File: config.mk
export PLATFORM = sky130hd
export DESIGN_NAME = image_ram_arbiter
export DESIGN_NICKNAME = d
export VERILOG_FILES = /design/src/rtl/image_ram_arbiter.sv
export SDC_FILE = /design/constraint.sdc
export NUM_CORES = 1
export LEC_CHECK = 0
export ABC_CLOCK_PERIOD_IN_PS = 2800
export CORE_ASPECT_RATIO = 1.75
export CORE_MARGIN = 2
export CORE_UTILIZATION = 39
export DETAILED_ROUTE_END_ITERATION = 10
export MAX_ROUTING_LAYER = met4
export PLACE_DENSITY = 0.76
export SLEW_MARGIN = 15
export SYNTH_ARGS = -nofsm -noshare
export SYNTH_HDL_FRONTEND = slang
export SYNTH_SLANG_ARGS = --single-unit
File: constraint.sdc
create_clock -name clk -period 2.8 [get_ports clk]
set_input_delay 0.56 -clock clk [delete_from_list [all_inputs] [get_ports clk]]
set_output_delay 0.56 -clock clk [all_outputs]
set_load 0.05 [all_outputs]
File: src/rtl/image_ram_arbiter.sv
// Arbiter/sequencer for the single-port picture RAM shared by the memory stage
// and the display scan-out reader; one transaction outstanding, round-robin on ties.
module image_ram_arbiter #(
  parameter int ADDR_W = 16,
  parameter int DATA_W = 32,
  parameter int RD_LAT = 2
) (
  input  logic              clk,
  input  logic              rst_n,
  input  logic              cpu_req,
  input  logic              cpu_we,
  input  logic [ADDR_W-1:0] cpu_addr,
  input  logic [DATA_W-1:0] cpu_wdata,
  output logic [DATA_W-1:0] cpu_rdata,
  output logic              cpu_done,
  output logic              stall,
  input  logic              disp_req,
  input  logic [ADDR_W-1:0] disp_addr,
  output logic [DATA_W-1:0] disp_rdata,
  output logic              disp_valid,
  output logic              ram_en,
  output logic              ram_we,
  output logic [ADDR_W-1:0] ram_addr,
  output logic [DATA_W-1:0] ram_wdata,
  input  logic [DATA_W-1:0] ram_rdata,
  output logic [15:0]       conflict_cnt
);

  typedef enum logic [1:0] {
    IDLE    = 2'd0,
    CPU_WR  = 2'd1,
    CPU_RD  = 2'd2,
    DISP_RD = 2'd3
  } state_t;

  state_t            state, state_nxt;
  logic              last_disp;
  logic [2:0]        cnt;
  logic [DATA_W-1:0] disp_q;
  logic              grant_cpu, grant_disp;
  logic              cpu_rd_done;

  always_comb begin
    state_nxt  = state;
    grant_cpu  = 1'b0;
    grant_disp = 1'b0;
    case (state)
      IDLE: begin
        // On a tie the requester that did not win last time is served.
        if (cpu_req && disp_req) begin
          grant_cpu  = last_disp;
          grant_disp = ~last_disp;
        end else begin
          grant_cpu  = cpu_req;
          grant_disp = disp_req;
        end
        if (grant_cpu)       state_nxt = cpu_we ? CPU_WR : CPU_RD;
        else if (grant_disp) state_nxt = DISP_RD;
      end
      CPU_WR:          state_nxt = IDLE;
      CPU_RD, DISP_RD: if (cnt == '0) state_nxt = IDLE;
      default:         state_nxt = IDLE;
    endcase
  end

  always_comb begin
    cpu_rd_done = (state == CPU_RD) && (cnt == '0);
    cpu_done    = (state == CPU_WR) || cpu_rd_done;
    disp_valid  = (state == DISP_RD) && (cnt == '0);
    cpu_rdata   = cpu_rd_done ? ram_rdata : '0;
    disp_rdata  = disp_valid ? ram_rdata : disp_q;
    stall       = cpu_req & ~cpu_done;
  end

  always_ff @(posedge clk or negedge rst_n) begin
    if (!rst_n) begin
      state        <= IDLE;
      last_disp    <= 1'b0;
      cnt          <= '0;
      ram_en       <= 1'b0;
      ram_we       <= 1'b0;
      ram_addr     <= '0;
      ram_wdata    <= '0;
      disp_q       <= '0;
      conflict_cnt <= '0;
    end else begin
      state  <= state_nxt;
      ram_en <= grant_cpu | grant_disp;
      ram_we <= grant_cpu & cpu_we;
      if (grant_cpu) begin
        ram_addr  <= cpu_addr;
        ram_wdata <= cpu_wdata;
        last_disp <= 1'b0;
      end else if (grant_disp) begin
        ram_addr  <= disp_addr;
        last_disp <= 1'b1;
      end
      if (grant_cpu || grant_disp)
        cnt <= 3'(RD_LAT - 1);
      else if ((state == CPU_RD || state == DISP_RD) && cnt != '0)
        cnt <= cnt - 3'd1;
      if (disp_valid)
        disp_q <= ram_rdata;
      if (state == IDLE && cpu_req && disp_req && conflict_cnt != '1)
        conflict_cnt <= conflict_cnt + 16'd1;
    end
  end

endmodule

Word-level counts from Yosys, hierarchy flattened
Cells that the tools add are included.
Storage, ports and cells
  flip-flop bits (word level): 104
  latch bits: 0
  RAM bits: 0
  memory bits (read-only): 0
  input bits: 101
  output and inout bits: 133
  logic and storage cells: 58
  memories: 0
Operators by class
  add/sub/neg operators: 2
  multiply operators: 0
  divide/modulo/power cells: 0
  order comparisons: 0
  eq/ne operators: 6
  shift-type cells: 0
  muxes and demuxes: 19
  bitwise logic cells: 5
  reductions and logical operators: 17
Operators with widths (number)
  32-bit two-way mux: 2
  16-bit two-way mux: 2
  16-bit by 1-bit adder with 16-bit output (second input constant): 1
  16-bit != test (second input constant): 1
  1-bit two-way mux: 8
  2-bit two-way mux: 4
  1-bit logical AND: 7
  3-bit two-way mux: 2
  2-bit case mux with 3 select lines: 1
  2-bit equality test (second input constant): 2
  2-bit nonzero test: 2
  3-bit logical NOT: 1
  1-bit logical OR: 3
  3-bit != test (second input constant): 1
  3-bit nonzero test: 1
  3-bit by 1-bit subtractor with 3-bit output (second input constant): 1
  1-bit bitwise AND: 2
  2-bit by 1-bit equality test with 1-bit output (second input constant): 1
  2-bit logical NOT: 1
  2-bit != test (second input constant): 1
  1-bit NOT: 2
  2-bit AND reduction: 1
  2-bit OR reduction: 1
  1-bit bitwise OR: 1

Depth between registers and ports, before layout
Gate-level depths: netlist (run 1).
  depth in word-level cells: 6
  gate-level depth with buffers: 7
  depth with buffers taken out: 7

Least setup slack after synthesis (run 1)
OpenSTA, ideal clock, no wires.
  path kind: register to output
  start: register cnt[0]
  end: output stall
  arrival: 1.937 ns
  data required time: 2.240 ns
  slack: 0.303 ns
  stages on the path, launching flop included: 8
  buffers on the path: 0
  cells stage by stage: dfrtp_1 inv_1 ha_1 ha_1 nand2_1 nor2_1 a21o_1 nor2_1
On the way
  word-level cells in the longest chain between the ends: 5
Ends and longest elaborated chain
  start: declaration: RTL line 38  | logic [2:0] cnt;
  start signal: assignment: RTL line 99  | cnt <= 3'(RD_LAT - 1);
  start signal: assignment: RTL line 101  | cnt <= cnt - 3'd1;
  3-bit logical NOT: RTL line 67  | cpu_rd_done = (state == CPU_RD) && (cnt == '0);
  1-bit logical AND: RTL line 67
  1-bit logical OR: RTL line 68  | cpu_done = (state == CPU_WR) || cpu_rd_done;
  net cpu_done: RTL line 15  | output logic cpu_done,
  1-bit NOT: RTL line 72  | stall = cpu_req & ~cpu_done;
  1-bit bitwise AND: RTL line 72
  end: declaration: RTL line 16  | output logic stall,
The timed path passes the listed nets, and every way through them passes these cells.

Worst setup path in the final report (run 1)
  start: register cnt[0]
  end: output disp_rdata[29]
On the way
  word-level cells in the longest chain between the ends: 3
Ends and longest elaborated chain
  3-bit logical NOT: RTL line 69  | disp_valid = (state == DISP_RD) && (cnt == '0);
  1-bit logical AND: RTL line 69
  32-bit two-way mux
  end: declaration: RTL line 19  | output logic [DATA_W-1:0] disp_rdata,
No other way between the ends.

==> metrics.csv, run 1 <==
stage,metric,value,unit
power_and_ir_drop,power_density,1266,nW/um^2
timing,tns,0,ns
route,drc_errors,0,
floorplan,io-pin-count,234,
route,drtIter0Drc,129,
synth,synth_mux_area_share,17.03,%
hold_path,hold_class,input port to asynchronous set/reset pin,
place,dp_cells,720,
place,portBuffers,233,
finish,layout.cells.non_filler,737,
floorplan,die_y,146.1,um
clock_tree,cts_setup_buffers,0,
finish,final_nets,703,
critical_path,crit_arrival,2.09,ns
route,wl,13.06,mm
critical_path,timing.rr.end,conflict_cnt[1],
synth,syn_inst,365,
route,vias_per_cell,5.119,
timing,max_slew.worst_pin.slew,0.6337,ns
grt,grt_usage,21.88,%
critical_path,critical_path_class,register to output pin,
power_and_ir_drop,combPwrFrac,60.8,%
critical_path,end_kind,output pin,
timing,rsz0062_at_grt,false,
place,dp_hpwl,10.23,mm
finish,area_growth,68.67,%
place,placed_cell_area,7277,um^2
synth,synth_cell_types,41,
timing,fmax,377.6,MHz
synth,synth_most_common_cell,dfrtp_1,
synth,synth_edf_count,0,
power_and_ir_drop,pwr-share-clk,13.4,%
power_and_ir_drop,p_switching,4.632,mW
timing,maxSlewViolCount,0,
synth,synth_compound_area_share,7.735,%
power_and_ir_drop,p_seq_share,25.8,%
critical_path,critPathRequiredTime,2.24,ns
floorplan,die-area,12440,um^2
critical_path,cp_slowest_stage_delay,0.39,ns
finish,drive_gt1_share,27.65,%
synth,synth_common_cells,"dfrtp_1 (104), mux2_2 (65), and2_1 (32), nand2_1 (25), o22ai_1 (16)",
synth,yosysSeqAreaShare,57.87,%
grt,grt_util_met3,5.201,%
clock_tree,clk_latency,0.34,ns
finish,design_area,7585,um^2
clock_tree,cts_buffers,9,
grt,grt.overflow.total,0,
clock_tree,cts_root_buf,clkbuf_16,
critical_path,crit_cells,7,
critical_path,worstPathMaxFanout,33,
run_status,status,finished clean,
synth,synthTopCellsByArea,"dfrtp_1 (58%), mux2_2 (16%), and2_1 (4.5%)",
clock_tree,clk_pin_slew_worst_paths,0.07,ns
critical_path,r2r_slack,0.81,ns
floorplan,core,11170,um^2
route,ant_nets,0,
clock_tree,tritoncts,done,
synth,synth-warning-count,0,
critical_path,critPathLaunchType,register,
floorplan,dieWidth,85.17,um
floorplan,start_util,40.27,%
power_and_ir_drop,ir_drop,0.0008959,V
critical_path,cp_common_cell,ha_1,
route,vias,3773,
synth,synthFlopType,dfrtp_1,
timing,finalSetupViolCount,0,
critical_path,worstPathCellList,inv_1 -> ha_1 -> ha_1 -> nand3_1 -> buf_12 -> mux2_2 -> buf_4,
timing,maxSlewHeadroom,57.75,%
synth,synth-simple-area-share,12.02,%
clock_tree,cts_resized,0,
clock_tree,cts_hold_buf,0,
grt,grt_pass1_vias,4013,
grt,grt_pass1_wl,20.67,mm
critical_path,path_buf_inv,3,
timing,hold_viol,0,
grt,met1_usage,22.33,%
place,gp_congestion,0.8237,
timing,period_minus_slack,2.649,ns
synth,yosysTopAreaCell,dfrtp_1,
critical_path,crit_start,cnt[0],
clock_tree,cts_sinks,104,
grt,top_usage_layer,met2,
synth,synth_top_cell_area_share,57.87,%
synth,synth_top_family_by_area,multiplexers,
synth,avgSynthCellArea,12.32,um^2
critical_path,cp_slowest_cell,mux2_2,
route,routedWlPerCell,17.71,um
synth,synth_fa_ha_area_share,0.8347,%
clock_tree,clk_path_buf_depth,2,
route,dr.pass1.iters,4,
power_and_ir_drop,internal_power,4.973,mW
power_and_ir_drop,p_leak,3.274,nW
critical_path,r2r.worst_path.cells,5,
flow_run,max_cap_violations,0,
grt,antenna_found_initial,1,
synth,synth_fp_nets,469,
clock_tree,htree_levels,3,
timing,timing.final.crit_share,94.59,%
critical_path,cp_top_family,buffers and inverters,
grt,grt_use_met2,38.55,%
grt,grt_max_degree,51,
synth,netlist_area,4497,um^2
synth,synthArstFlopShare,100.0,%
power_and_ir_drop,swShare,48.22,%
critical_path,timing.rr.start,conflict_cnt[0],
synth,ys_seq_elements,104,
timing,finClkSkew,0.009431,ns
floorplan,rows,51,
synth,synth_xor_area_share,1.948,%
[registers in the layout (all words and copies together), names as in the netlist]
register / cells
conflict_cnt: 16
disp_q: 32
ram_addr: 16
cnt: 3
state: 2
last_disp: 1
ram_en: 1
ram_we: 1
ram_wdata: 32
[stage by stage]
stage	setup slack (ns)	power (mW)	hold slack, ns	util, %
2_1_floorplan	0.3030	6.237	0.2644	-
3_3_place_gp	0.3699	8.276	0.4609	65.17
3_5_place_dp	0.3302	8.394	0.4699	65.17
4_1_cts	0.1342	9.700	0.2539	67.90
5_1_grt	0.06889	10.03	0.2759	67.92
6_report	0.1514	9.604	0.2253	67.92
[worst max path at each step]
stage | endpoint | slack [ns]
after floorplan | stall | 0.30
after global placement | conflict_cnt[12] | 0.37
after detailed placement | conflict_cnt[12] | 0.33
after CTS | disp_rdata[29] | 0.13
after global routing | disp_rdata[27] | 0.07
final | disp_rdata[29] | 0.15
[cell usage in the layout (no fill, tap or decap), drive strengths merged, types with 7 or more instances in the layout]
master / instances
clkbuf: 10
nand2: 25
xor2: 8
o22ai: 16
a21oi: 7
inv: 12
nor2: 15
o21ai: 21
dfrtp: 104
mux2: 68
buf: 76
and2: 32
clkdlybuf4s50: 165
[cell type report]
class                   count  area [um^2]
flip-flops and latches    104         2603
fillers                   840         3582
multi-input cells         232         1783
clock inverters             6        66.31
clock buffers              10        239.0
inverters                  11        41.29
diodes                      1        2.502
well taps                 132        165.2
repair buffers            241         2685
[kinds of logic after synthesis]
logic type / Yosys count
and+or+nand+nor: 94
adders and majority gates: 3
AOI/OAI and AO/OA: 57
DFF: 104
buffers and inverters: 29
xor gates and xnor gates: 10
muxes: 68
[metal layers]
layer / share of wire, % / wire [um]
met1: 35 / 4609
met2: 54 / 7114
met3: 5.8 / 760
met4: 4.4 / 571
met5: 0 / 0
[power groups by stage]
stage	registers (mW)	logic (mW)	clock network (mW)
3_5_place_dp	2.52	5.88	0
4_1_cts	2.49	5.89	1.32
6_report	2.48	5.84	1.29
5_1_grt	2.57	6.08	1.38
3_3_place_gp	2.47	5.81	0
2_1_floorplan	3.79	2.45	0
Note: power is estimated with default switching activity, not from simulation.
==> run 2, diff against run 1 <==
--- a/config.mk
+++ b/config.mk
@@ -12,7 +12,7 @@
 export DETAILED_ROUTE_END_ITERATION = 10
 export MAX_ROUTING_LAYER = met4
 export PLACE_DENSITY = 0.76
-export SLEW_MARGIN = 15
+export SLEW_MARGIN = 10
 export SYNTH_ARGS = -nofsm -noshare
 export SYNTH_HDL_FRONTEND = slang
 export SYNTH_SLANG_ARGS = --single-unit
==> results of run 2 <==
Same layout as run 1: the final DEF is identical, and so are final timing and power.
